`src/rtl/clk_div_prog.sv`:
```
// clk_div_prog: runtime-programmable integer clock divider with duty control and tick strobe
// Ports: clk/rst (sync, active-high) | en run enable, 0 parks outputs | load captures div_in/high_in (clamped)
//        clk_out divided level | tick last cycle of period | cnt_o phase | div_o active divisor | pending shadow waiting
module clk_div_prog #(
  parameter int WIDTH        = 8,
  parameter int DEFAULT_DIV  = 8,
  parameter int DEFAULT_HIGH = 4
) (
  input  logic             clk,
  input  logic             rst,
  input  logic             en,
  input  logic             load,
  input  logic [WIDTH-1:0] div_in,
  input  logic [WIDTH-1:0] high_in,
  output logic             clk_out,
  output logic             tick,
  output logic [WIDTH-1:0] cnt_o,
  output logic [WIDTH-1:0] div_o,
  output logic             pending
);
  typedef enum logic {IDLE, RUN} state_t;
  localparam logic [WIDTH-1:0] ONE = WIDTH'(1);
  localparam logic [WIDTH-1:0] TWO = WIDTH'(2);
  localparam logic [WIDTH-1:0] DEF_D = WIDTH'(DEFAULT_DIV);
  localparam logic [WIDTH-1:0] DEF_H = WIDTH'(DEFAULT_HIGH);
  state_t           r_state, w_state_n;
  logic [WIDTH-1:0] r_cnt, r_div, r_high, r_sdiv, r_shigh;
  logic [WIDTH-1:0] w_cnt_n, w_div_n, w_high_n, w_sdiv_n, w_shigh_n, w_dc, w_hc;
  logic             r_pend, r_clk, r_tick;
  logic             w_pend_n, w_clk_n, w_tick_n, w_wrap, w_bound;
  always_ff @(posedge clk) begin
    if (rst) begin
      r_state <= IDLE;
      r_cnt   <= '0;
      r_div   <= DEF_D;
      r_high  <= DEF_H;
      r_sdiv  <= '0;
      r_shigh <= '0;
      r_pend  <= 1'b0;
      r_clk   <= 1'b0;
      r_tick  <= 1'b0;
    end else begin
      r_state <= w_state_n;
      r_cnt   <= w_cnt_n;
      r_div   <= w_div_n;
      r_high  <= w_high_n;
      r_sdiv  <= w_sdiv_n;
      r_shigh <= w_shigh_n;
      r_pend  <= w_pend_n;
      r_clk   <= w_clk_n;
      r_tick  <= w_tick_n;
    end
  end
  // A boundary is any edge spent in IDLE or a wrap edge; settings only change there,
  // so outputs for the next cycle are derived from the post-apply divisor/high count.
  always_comb begin
    w_dc      = (div_in < TWO) ? TWO : div_in;
    w_hc      = (high_in == '0) ? ONE : (high_in >= w_dc) ? w_dc - ONE : high_in;
    w_wrap    = (r_state == RUN) && en && (r_cnt == r_div - ONE);
    w_bound   = (r_state == IDLE) || w_wrap;
    w_div_n   = (w_bound && load) ? w_dc : (w_bound && r_pend) ? r_sdiv : r_div;
    w_high_n  = (w_bound && load) ? w_hc : (w_bound && r_pend) ? r_shigh : r_high;
    w_sdiv_n  = (!w_bound && load) ? w_dc : r_sdiv;
    w_shigh_n = (!w_bound && load) ? w_hc : r_shigh;
    w_pend_n  = !w_bound && (load || r_pend);
    w_state_n = en ? RUN : IDLE;
    w_cnt_n   = ((r_state == RUN) && en && !w_wrap) ? r_cnt + ONE : '0;
    w_clk_n   = en && (w_cnt_n < w_high_n);
    w_tick_n  = en && (w_cnt_n == w_div_n - ONE);
  end
  assign clk_out = r_clk;
  assign tick    = r_tick;
  assign cnt_o   = r_cnt;
  assign div_o   = r_div;
  assign pending = r_pend;
endmodule

```
`config.mk`:
```
export PLATFORM = sky130hd
export DESIGN_NAME = clk_div_prog
export DESIGN_NICKNAME = d
export VERILOG_FILES = /design/src/rtl/clk_div_prog.sv
export SDC_FILE = /design/constraint.sdc
export NUM_CORES = 1
export LEC_CHECK = 0
export ABC_AREA = 1
export CAP_MARGIN = 40
export CELL_PAD_IN_SITES_DETAIL_PLACEMENT = 1
export CELL_PAD_IN_SITES_GLOBAL_PLACEMENT = 1
export CORE_ASPECT_RATIO = 2
export CORE_MARGIN = 2
export CORE_UTILIZATION = 43
export DETAILED_ROUTE_END_ITERATION = 6
export PLACE_DENSITY_LB_ADDON = 0.1
export SLEW_MARGIN = 15
export SYNTH_ARGS = -nofsm -noshare
export SYNTH_HDL_FRONTEND = slang
export SYNTH_SLANG_ARGS = --single-unit
```
`constraint.sdc`:
```
create_clock -name clk -period 9.45 [get_ports clk]
set_input_delay 1.4175 -clock clk [delete_from_list [all_inputs] [get_ports clk]]
set_output_delay 1.4175 -clock clk [all_outputs]
set_load 0.02 [all_outputs]
```
**Word level (Yosys, flattened, before mapping)**

Cells that the tools add are included.

- Add/sub/neg operators: 4
- Multipliers: 0
- Divide/modulo/power cells: 0
- Magnitude comparators: 3
- Equal/unequal tests: 2
- Shift-type cells: 0
- Mux-type cells: 9
- Bitwise gates (word level): 1
- Reductions and logical operators: 14

Operators with widths:

| cell | number |
|---|---|
| $mux W8 | 8 |
| $sub A8 B1 Y8 const B | 3 |
| $eq A8 B8 Y1 | 2 |
| $logic_and A1 B1 Y1 | 9 |
| $add A8 B1 Y8 const B | 1 |
| $ge A8 B8 Y1 | 1 |
| $logic_not A8 Y1 | 1 |
| $lt A8 B2 Y1 const B | 1 |
| $lt A8 B8 Y1 | 1 |
| $logic_not A1 Y1 | 2 |
| $logic_or A1 B1 Y1 | 2 |
| $mux W1 | 1 |
| $not A1 Y1 | 1 |

- Bits in registers: 44
- Bits in latches: 0
- Memory bits (writable): 0
- Bits in read-only memories: 0
- Input bits: 20
- Output and inout port bits: 19
- Word-level logic and storage cells: 42
- Memories kept: 0

**Logic depth before layout (Yosys ltp)**

Gate-level depths: netlist (run 1).

- Word-level depth: 10
- Gate-level depth with buffers: 27
- Depth with buffers taken out: 27

**Least setup slack after synthesis (run 1)**

No wires, ideal clock.

- Kind: input-to-reg
- Start: input port div_in[5]
- End: register r_clk (netlist: clk_out)
- Library setup time: 70 ps
- Arrival time: 3970 ps
- Data required time: 9380 ps
- Setup slack: 5410 ps
- Stages: 18
- Buffers on the path: 1
- Path through: inv_1 nand3_1 nor4_1 nor2_1 ha_1 a21oi_1 o21ai_0 nand2_1 nand3_1 clkbuf_1 a21oi_1 nand2_1 o31ai_1 inv_1 ha_1 a211oi_1 nand3_1 a21oi_1

- Longest elaborated chain between the ends: 8
- Elaborated cells on any way between the ends: 9
- Classes of those cells: 1 x add/sub; 3 x order compare; 4 x mux; 1 x reduce/logical

Ends and longest elaborated chain:

| item | line | text |
|---|---|---|
| from (decl) | 13 | `input logic [WIDTH-1:0] div_in,` |
| $lt A8 B2 Y1 | 57 | `w_dc = (div_in < TWO) ? TWO : div_in;` |
| $mux W8 (*) | 57 |  |
| $sub A8 B1 Y8 / $ge A8 B8 Y1 (equally long branches) | 58 | `w_hc = (high_in == '0) ? ONE : (high_in >= w_dc) ? w_dc - ONE : high_in;` |
| $mux W8 (*) (2 in a row) | 58 |  |
| $mux W8 (*) | 62 | `w_high_n = (w_bound && load) ? w_hc : (w_bound && r_pend) ? r_shigh : r_high;` |
| $lt A8 B8 Y1 (*) | 68 | `w_clk_n = en && (w_cnt_n < w_high_n);` |
| $logic_and A1 B1 Y1 (*) | 68 |  |
| to (signal assigned) | 50 | `r_clk <= w_clk_n;` |
| to (decl) | 29 | `logic r_pend, r_clk, r_tick;` |

Mark *: on every way between the ends. The rest lies on a longest branch, timed or not.
A chain may end at the register's enable or synchronous reset.

**Worst setup path after layout (run 1)**

- Start: input port div_in[2]
- End: register r_clk (netlist: clk_out)

Same word-level chain as after synthesis.

==> results of run 1 <==
layout by cell type (no fill, tap or decap), drive strengths merged, types with 3 or more instances in the layout:
| cell type | instances |
|---|---|
| xnor2 | 3 |
| a21oi | 25 |
| nor2 | 61 |
| clkbuf | 5 |
| nand2 | 132 |
| nor3 | 4 |
| dfxtp | 44 |
| o21ai | 30 |
| xor2 | 8 |
| ha | 19 |
| o211ai | 9 |
| nand3 | 54 |
| inv | 67 |
| clkdlybuf4s50 | 38 |
registers in the layout, summed over array words and instances (netlist names):
register,cells
r_sdiv,8
div_o,8
r_shigh,8
clk_out,1
r_high,8
cnt_o,8
pending,1
tick,1
r_state,1
routing by layer:
layer | track usage | vias to the layer above | share of wire | wire length [um]
met5 | 0 | - | 0 | 0
met4 | 0.0876 | 0 | 0.025 | 240
met3 | 0.0315 | 16 | 0.025 | 247
met2 | 0.452 | 46 | 0.52 | 5030
met1 | 0.332 | 1496 | 0.43 | 4220
li1 | - | 1624 | - | -
path summary, 6_finish.rpt:
kind                                   to  slack, ps                    start
setup / recovery       clk_out$_SDFF_PP0_       4610                div_in[2]
hold / removal    r_shigh[0]$_SDFFE_PP0P_        530  r_shigh[0]$_SDFFE_PP0P_
setup reg to reg          tick$_SDFF_PP0_       5820      div_o[0]$_SDFF_PP0_
hold reg to reg   r_shigh[0]$_SDFFE_PP0P_        530  r_shigh[0]$_SDFFE_PP0P_
cell families (layout without fill, tap and decap cells):
logic type	count (synthesis)	after routing	synth area share
simple gates	258	258	0.374
compound gates	71	71	0.125
xor+xnor	12	12	0.0378
fa+ha+maj	19	19	0.0756
buf+inv	83	116	0.107
flops	44	44	0.280
power groups by stage:
stage               Clock [uW]  Combinational, uW  Sequential (uW)
detailed placement           0                128              208
CTS                        206                130              204
global route               214                148              205
global placement             0                125              208
finish                     201                129              204
floorplan                    0               86.8              209
critical path, cell delays in order:
cell and delay, ps:
clkdlybuf4s50_1 490, nor2_1 170, nand3_1 110, nor4_1 290, nor2_1 180, ha_1 320, a21oi_1 150, o21ai_0 90
nand2_1 70, nand3_1 380, o21ai_0 340, a21oi_1 90, nand2_1 100, o31ai_1 90, inv_1 100, ha_1 240
a211oi_1 250, nand3_1 90, a21oi_1 110
per-stage QoR:
stage | cells | hold slack (ps) | utilization
final | 612 | 528 | 0.524
after global placement | 604 | 501 | 0.500
after CTS | 612 | 536 | 0.524
after floorplan | 487 | 478 | -
after detailed placement | 604 | 514 | 0.500
after global routing | 612 | 587 | 0.524
layout make-up:
class	instances	area, um2
Tap cell	92	115
Clock inverter	3	46.3
Multi-Input combinational cell	360	1930
Clock buffer	5	125
Timing Repair Buffer	40	395
Sequential cell	44	881
Inverter	68	256
Fill cell	989	3410
==> results_dict.tcl, run 1 <==
set metrics [dict create \
    hold-path-cell-count 2 \
    synth.avg_cell_area_um2 6.46 \
    synth_edf_count 0 \
    antenna_found_initial 0 \
    clkPwrFrac 0.377 \
    postRouteAntennaNets 0 \
    fmax_mhz 206 \
    cts_tree "yes" \
    holdBufCountCts 0 \
    layout_min_cycle_time_ps 4840 \
    synth_top_area_frac 0.280 \
    p_switching_uw 165 \
    start_util 0.439 \
    globalRoute.totalOverflow 0 \
    yosys_warnings 0 \
    syn_nets 526 \
    finClkSkew_ps 3.00 \
    io-pin-count 39 \
    clock_path_buffers 2 \
    io_buffer_count 38 \
    grt_pass1_wl_mm 16.4 \
    grt_max_degree 32 \
    drc_errors 0 \
    cts_buffers 5 \
    syn_inst 487 \
    slew_violations 0 \
    nets 558 \
    timing.final.ws_setup_ps 4610 \
    ctsResizeCount 0 \
    dp_hpwl_mm 7.42 \
    irDropWorstVdd_v 0.000116 \
    clkLatencyLatePin_ps 290 \
    syn_to_final_growth_pct 19.2 \
    cts_max_level 2 \
    slew_headroom 0.558 \
    grt_pass1_vias 3244 \
    outcome "completed" \
    vias 3182 \
    synth_top_cell_by_area "dfxtp_1" \
    post_cts_buffers 0 \
    drtIter0Drc 158 \
    dieArea_mm2 0.00805 \
    coreArea_mm2 0.00716 \
    cellPowerDensity_mw_per_mm2 143 \
    dpl-instance-area_mm2 0.00358 \
    rsz0062_at_grt "false" \
    combPwrFrac 0.242 \
    drv_cap 0 \
    reg2regPathDepth 24 \
    async_flop_share 0 \
    synth_most_common_cell "nand2_1" \
    setup_viol 0 \
    synth.distinct_cells 36 \
    startpoint_type "input pin" \
    tightest_slew_ps 658 \
    num_rows 44 \
    tns_ps 0 \
    wl_per_cell_um 15.9 \
    clk_pin_slew_ps 60 \
    p_int_uw 370 \
    die_x_um 64.5 \
    power_uw 535 \
    cts_root_buf "clkbuf_16" \
    cp-end-kind "register" \
    final_cell_area_mm2 0.00375 \
    synth_common_cells "nand2_1, inv_1, nor2_1, nand3_1, dfxtp_1" \
    dieHeight_um 125 \
    diodes 0 \
    synth-seq-cells 44 \
    drive_gt1_frac 0.0808 \
    p_sw_frac 0.309 \
    seq_area_frac_synth 0.280 \
    cp_data_arrival_time_ps 5070 \
    dr.pass1.iters 4 \
    crit_fanout 16 \
    crit_type "input pin to register" \
    seqPwrFrac 0.382 \
    syn_area_mm2 0.00314 \
    p_leak_uw 0.00180 \
    fin_crit_sh 0.512 \
    min_path_type "register to register" \
    grt_usage 0.261 \
    hold_violations 0 \
    synth_ff_type "dfxtp_1" \
    place_ws_ps 4430 \
    wl_mm 9.74 \
    cts.sinks 44 \
    cp_data_required_time_ps 9680 \
    yosys-top-cells-area "dfxtp_1, nand2_1, nand3_1" \
    vias_per_cell 5.20 \
    gp_congestion 0.901 \
]
No activity file was read; power rests on OpenSTA's default activity.
==> inputs of run 2 (changes only) <==
--- a/config.mk
+++ b/config.mk
@@ -11,7 +11,7 @@
 export CELL_PAD_IN_SITES_GLOBAL_PLACEMENT = 1
 export CORE_ASPECT_RATIO = 2
 export CORE_MARGIN = 2
-export CORE_UTILIZATION = 43
+export CORE_UTILIZATION = 36
 export DETAILED_ROUTE_END_ITERATION = 6
 export PLACE_DENSITY_LB_ADDON = 0.1
 export SLEW_MARGIN = 15
==> constraint.sdc (replaced) <==
create_clock -name clk -period 4.13 [get_ports clk]
set_input_delay 0.6195 -clock clk [delete_from_list [all_inputs] [get_ports clk]]
set_output_delay 0.6195 -clock clk [all_outputs]
set_load 0.02 [all_outputs]
==> results_dict.tcl, run 2 (synthesized netlist as in run 1, its figures left out) <==
set metrics [dict create \
    wl_mm 10.3 \
    gp_congestion 0.854 \
    io-pin-count 39 \
    min_path_type "register to register" \
    postRouteAntennaNets 0 \
    cp_data_arrival_time_ps 3910 \
    dieArea_mm2 0.00954 \
    fin_crit_sh 0.892 \
    drc_errors 0 \
    timing.rr.start "div_o[0]$_SDFF_PP0_" \
    layout_min_cycle_time_ps 3680 \
    setup_viol 0 \
    slew_headroom 0.573 \
    cp-end-kind "register" \
    startpoint_type "input pin" \
    cts_buffers 5 \
    start_util 0.366 \
    slew_violations 0 \
    hold-worst-slack_ps 534 \
    nets 562 \
    cpPeakStageDelay_ps 450 \
    clkLatencyLatePin_ps 290 \
    vias_per_cell 5.16 \
    drv_cap 0 \
    ctsResizeCount 0 \
    clock_path_buffers 2 \
    vias 3212 \
    crit_type "input pin to register" \
    grtUsageMet1 0.221 \
    diodes 0 \
    tns_ps 0 \
    path_delay_family "compound AO/OA/AOI/OAI gates" \
    final_cell_area_mm2 0.00375 \
    clk_pin_slew_ps 70 \
    crit_path_end "clk_out$_SDFF_PP0_" \
    coreArea_mm2 0.00859 \
    dpl-instance-area_mm2 0.00362 \
    cts_tree "yes" \
    critPathLaunch "div_in[4]" \
    path_depth 20 \
    fill_cells 1168 \
    holdBufCountCts 0 \
    grt_usage 0.231 \
    layout_common_cells "nand2_1, inv_1, nor2_1" \
    dr.pass1.iters 4 \
    power_uw 1160 \
    syn_to_final_growth_pct 19.4 \
    die_x_um 70.1 \
    fmax_mhz 271 \
    globalRoute.totalOverflow 0 \
    grt_max_degree 32 \
    io_buffer_count 38 \
    rrSetupSlack_ps 490 \
    grt_pass1_wl_mm 17.1 \
    final_core_util 0.437 \
    irDropWorstVdd_v 0.000147 \
    hold_violations 0 \
    drive_gt1_frac 0.0860 \
    reg2regPathDepth 24 \
    p_leak_uw 0.00180 \
    dieHeight_um 136 \
    rsz0062_at_grt "false" \
    cp.buffers_inverters 4 \
    grt_busiest_layer "met2" \
    layout_commonest_cell "nand2_1" \
    cts_root_buf "clkbuf_16" \
    post_cts_buffers 0 \
    tightest_slew_ps 639 \
    grt_pass1_vias 3311 \
    cpMaxStageDelayCell "clkdlybuf4s50_1" \
    use_met2 0.471 \
    cp_data_required_time_ps 4350 \
    drtIter0Drc 61 \
    antenna_found_initial 0 \
    num_rows 48 \
    cellPowerDensity_mw_per_mm2 308 \
    cts_max_level 2 \
    wl_per_cell_um 16.5 \
    groute.layer.met3.usage 0.0208 \
    crit_chain "clkdlybuf4s50_1 > inv_1 > nand3_1 > nor4_1 > nor2_1 > ha_1 > a21oi_1 > o21ai_0 > nand2_1 > nand3_1 > buf_4 > o21ai_0 > a21oi_1 > nand2_1 > o31ai_1 > inv_1 > ha_1 > a211oi_1 > nand3_1 > a21oi_1" \
    dp_hpwl_mm 8.52 \
    cts.sinks 44 \
    crit_fanout 16 \
    finClkSkew_ps 10.1 \
    outcome "completed" \
    rr_endpoint "tick$_SDFF_PP0_" \
]
[run 2: changes by cell type in the layout (fill, tap and decap cells not counted), sizes merged]
| cell | before | now |
|---|---|---|
| buf | 2 | 6 |
| bufinv | 1 | 0 |
| clkinv | 2 | 3 |
| inv | 67 | 66 |
[run 2: tightest hold or removal path, delay by kind of cell, from the launching register on]
| family | cells | cell delay [ps] |
|---|---|---|
| AO/OA/AOI/OAI | 1 | 80 |
| AND/OR/NAND/NOR | 1 | 90 |
| flip-flops | 1 | 330 |
[run 2: worst min-delay path by stage]
stage | from | endpoint | slack [ps] | depth (start not counted)
finish | r_shigh[0]$_SDFFE_PP0P_ | r_shigh[0]$_SDFFE_PP0P_ | 530 | 2
global placement | r_shigh[0]$_SDFFE_PP0P_ | r_shigh[0]$_SDFFE_PP0P_ | 510 | 2
floorplan | r_shigh[0]$_SDFFE_PP0P_ | r_shigh[0]$_SDFFE_PP0P_ | 480 | 2
global route | r_shigh[1]$_SDFFE_PP0P_ | r_shigh[1]$_SDFFE_PP0P_ | 570 | 2
CTS | r_shigh[0]$_SDFFE_PP0P_ | r_shigh[0]$_SDFFE_PP0P_ | 540 | 2
detailed placement | r_shigh[0]$_SDFFE_PP0P_ | r_shigh[0]$_SDFFE_PP0P_ | 520 | 2
[run 2: report_power, final]
part           internal [uW]  leakage [uW]  switching (uW)  total [uW]
registers                447      0.000361            19.7         467
logic                    116       0.00138             190         306
clock network            220     0.0000657             165         385
total                    782       0.00180             375        1160
[run 2: area by class of cell]
class / count / area [um2] / share of cell area
Tap cell: 100 / 125 / 0.0333
Timing Repair Buffer: 44 / 425 / 0.113
Sequential cell: 44 / 881 / 0.235
Clock buffer: 5 / 125 / 0.0333
Inverter: 68 / 256 / 0.0683
Clock inverter: 2 / 12.5 / 0.00333
Multi-Input combinational cell: 360 / 1930 / 0.514
[run 2: per-stage QoR]
stage / setup slack (ps) / std cells
2_1_floorplan: 888 / 487
3_3_place_gp: 368 / 616
3_5_place_dp: 172 / 616
4_1_cts: 448 / 623
5_1_grt: 22.0 / 623
6_report: 447 / 623
[run 2: metal layers]
metal / up-vias / share of wire
li1: 1630 / -
met1: 1504 / 0.35
met2: 60 / 0.60
met3: 18 / 0.019
met4: 0 / 0.032
met5: - / 0
==> inputs of run 3 (changes only) <==
--- a/config.mk
+++ b/config.mk
@@ -11,8 +11,9 @@
 export CELL_PAD_IN_SITES_GLOBAL_PLACEMENT = 1
 export CORE_ASPECT_RATIO = 2
 export CORE_MARGIN = 2
-export CORE_UTILIZATION = 36
+export CORE_UTILIZATION = 41
 export DETAILED_ROUTE_END_ITERATION = 6
+export DONT_BUFFER_PORTS = 1
 export PLACE_DENSITY_LB_ADDON = 0.1
 export SLEW_MARGIN = 15
 export SYNTH_ARGS = -nofsm -noshare
==> results_dict.tcl, run 3 (synthesized netlist as in run 1, its figures left out) <==
set metrics [dict create \
    slew_headroom 0.612 \
    cellPowerDensity_mw_per_mm2 336 \
    layout_commonest_cell "nand2_1" \
    dieHeight_um 128 \
    timing.rr.start "div_o[1]$_SDFF_PP0_" \
    holdBufCountCts 0 \
    rr_endpoint "tick$_SDFF_PP0_" \
    tightest_slew_ps 582 \
    timing.final.ws_setup_ps 614 \
    outcome "completed" \
    start_util 0.420 \
    io-pin-count 39 \
    slew_violations 0 \
    fmax_mhz 284 \
    cpPeakStageDelay_ps 520 \
    cpMaxStageDelayCell "dfxtp_1" \
    diodes 0 \
    min_to "cnt_o[5]$_SDFF_PP0_" \
    die_x_um 65.9 \
    clkLatencyLatePin_ps 290 \
    rrSetupSlack_ps 610 \
    min_path_type "input pin to register" \
    setup_viol 0 \
    grt_pass1_wl_mm 15.7 \
    drive_gt1_frac 0.0888 \
    hold_violations 0 \
    vias 3053 \
    dr.pass1.iters 4 \
    hold-path-cell-count 1 \
    power_uw 1130 \
    cp_data_arrival_time_ps 3750 \
    cp.buffers_inverters 4 \
    cp_data_required_time_ps 4360 \
    grt_max_degree 32 \
    num_rows 45 \
    wl_per_cell_um 16.4 \
    syn_to_final_growth_pct 6.96 \
    clk_pin_slew_ps 60 \
    cts_tree "yes" \
    cts_max_level 2 \
    postRouteAntennaNets 0 \
    dieArea_mm2 0.00843 \
    p_switching_uw 355 \
    path_delay_family "simple AND/OR/NAND/NOR gates" \
    rsz0062_at_grt "false" \
    combPwrFrac 0.220 \
    crit_top_cell "nand2_1" \
    p_leak_uw 0.00166 \
    crit_fanout 22 \
    gp_congestion 1.02 \
    layout_min_cycle_time_ps 3520 \
    p_int_uw 775 \
    worst_hold_startpoint "rst" \
    place_ws_ps 457 \
    vias_per_cell 5.28 \
    dp_hpwl_mm 7.48 \
    cts_buffers 5 \
    irDropWorstVdd_v 0.000209 \
    crit_type "register to register" \
    post_cts_buffers 0 \
    io_buffer_count 0 \
    clock_path_buffers 2 \
    p_sw_frac 0.314 \
    cts_root_buf "clkbuf_16" \
    tns_ps 0 \
    cp-end-kind "register" \
    coreArea_mm2 0.00749 \
    startpoint_type "register" \
    ctsResizeCount 0 \
    grt_usage 0.246 \
    dpl-instance-area_mm2 0.00321 \
    grt_pass1_vias 3005 \
    layout_common_cells "nand2_1, inv_1, nor2_1" \
    final_cell_area_mm2 0.00336 \
    seqPwrFrac 0.419 \
    drc_errors 0 \
    wl_mm 9.51 \
    nets 522 \
    fin_crit_sh 0.851 \
    antenna_found_initial 0 \
    clkPwrFrac 0.361 \
    finClkSkew_ps 6.85 \
    drv_cap 0 \
    reg2regPathDepth 26 \
    cts.sinks 44 \
    drtIter0Drc 132 \
    globalRoute.totalOverflow 0 \
]
## run 3: changes by cell type in the layout (fill, tap and decap cells not counted), sizes merged
cell	delta
buf	-2
clkbuf	+2
clkinv	-1
clkdlybuf4s50	-38
## run 3: worst max-delay path by stage
stage	startpoint	end	slack (ps)	cells past startpoint
3_5_place_dp	div_in[5]	clk_out$_SDFF_PP0_	460	17
2_1_floorplan	div_in[5]	clk_out$_SDFF_PP0_	890	18
5_1_grt	div_o[1]$_SDFF_PP0_	tick$_SDFF_PP0_	240	26
6_report	div_o[1]$_SDFF_PP0_	tick$_SDFF_PP0_	610	26
4_1_cts	div_o[1]$_SDFF_PP0_	tick$_SDFF_PP0_	550	26
3_3_place_gp	div_in[5]	clk_out$_SDFF_PP0_	590	17
## run 3: routing by layer
layer | global-route usage | routed length, um | vias to the layer above
met4 | 0.0821 | 163 | 0
met5 | 0 | 0 | -
met2 | 0.427 | 5120 | 25
li1 | - | - | 1552
met1 | 0.303 | 4010 | 1466
met3 | 0.0386 | 214 | 10
## run 3: worst register-to-register path, cell delays in order (launching register included)
cell and delay [ps]:
dfxtp_1 520, inv_1 80, ha_1 230, inv_1 70, nand2_1 60, nand2_1 90
nand2_1 50, nand2_1 70, nand3_1 70, nor2_1 150, nand3_2 130, nand2_4 200
nand2_4 230, clkinv_2 190, nand2_1 140, nand2_4 140, ha_1 210, inv_1 60
nand3_1 110, nand2_1 60, nand2_1 70, nand2_1 70, nor2_1 120, nand2_1 100
nor2_1 110, nand2_1 70, nor2_2 80
## run 3: stage by stage
step	cells	utilization	hold WS, ps
after floorplan	487	-	478
after global placement	570	0.429	508
after detailed placement	570	0.429	517
after CTS	578	0.449	383
after global routing	578	0.449	386
final	578	0.449	395
## run 3: cell type report
| cell class | instances | area (um2) |
|---|---|---|
| Tap cell | 94 | 118 |
| Multi-Input combinational cell | 360 | 1930 |
| Clock buffer | 7 | 143 |
| Fill cell | 1039 | 4130 |
| Sequential cell | 44 | 881 |
| Timing Repair Buffer | 4 | 30.0 |
| Inverter | 68 | 256 |
| Clock inverter | 1 | 7.51 |
## run 3: power by group through the flow
| stage | Combinational, uW | Clock, uW | Sequential (uW) |
|---|---|---|---|
| CTS | 252 | 420 | 474 |
| finish | 248 | 408 | 473 |
| global route | 290 | 435 | 476 |
| global placement | 243 | 0 | 483 |
| floorplan | 199 | 0 | 478 |
| detailed placement | 249 | 0 | 483 |
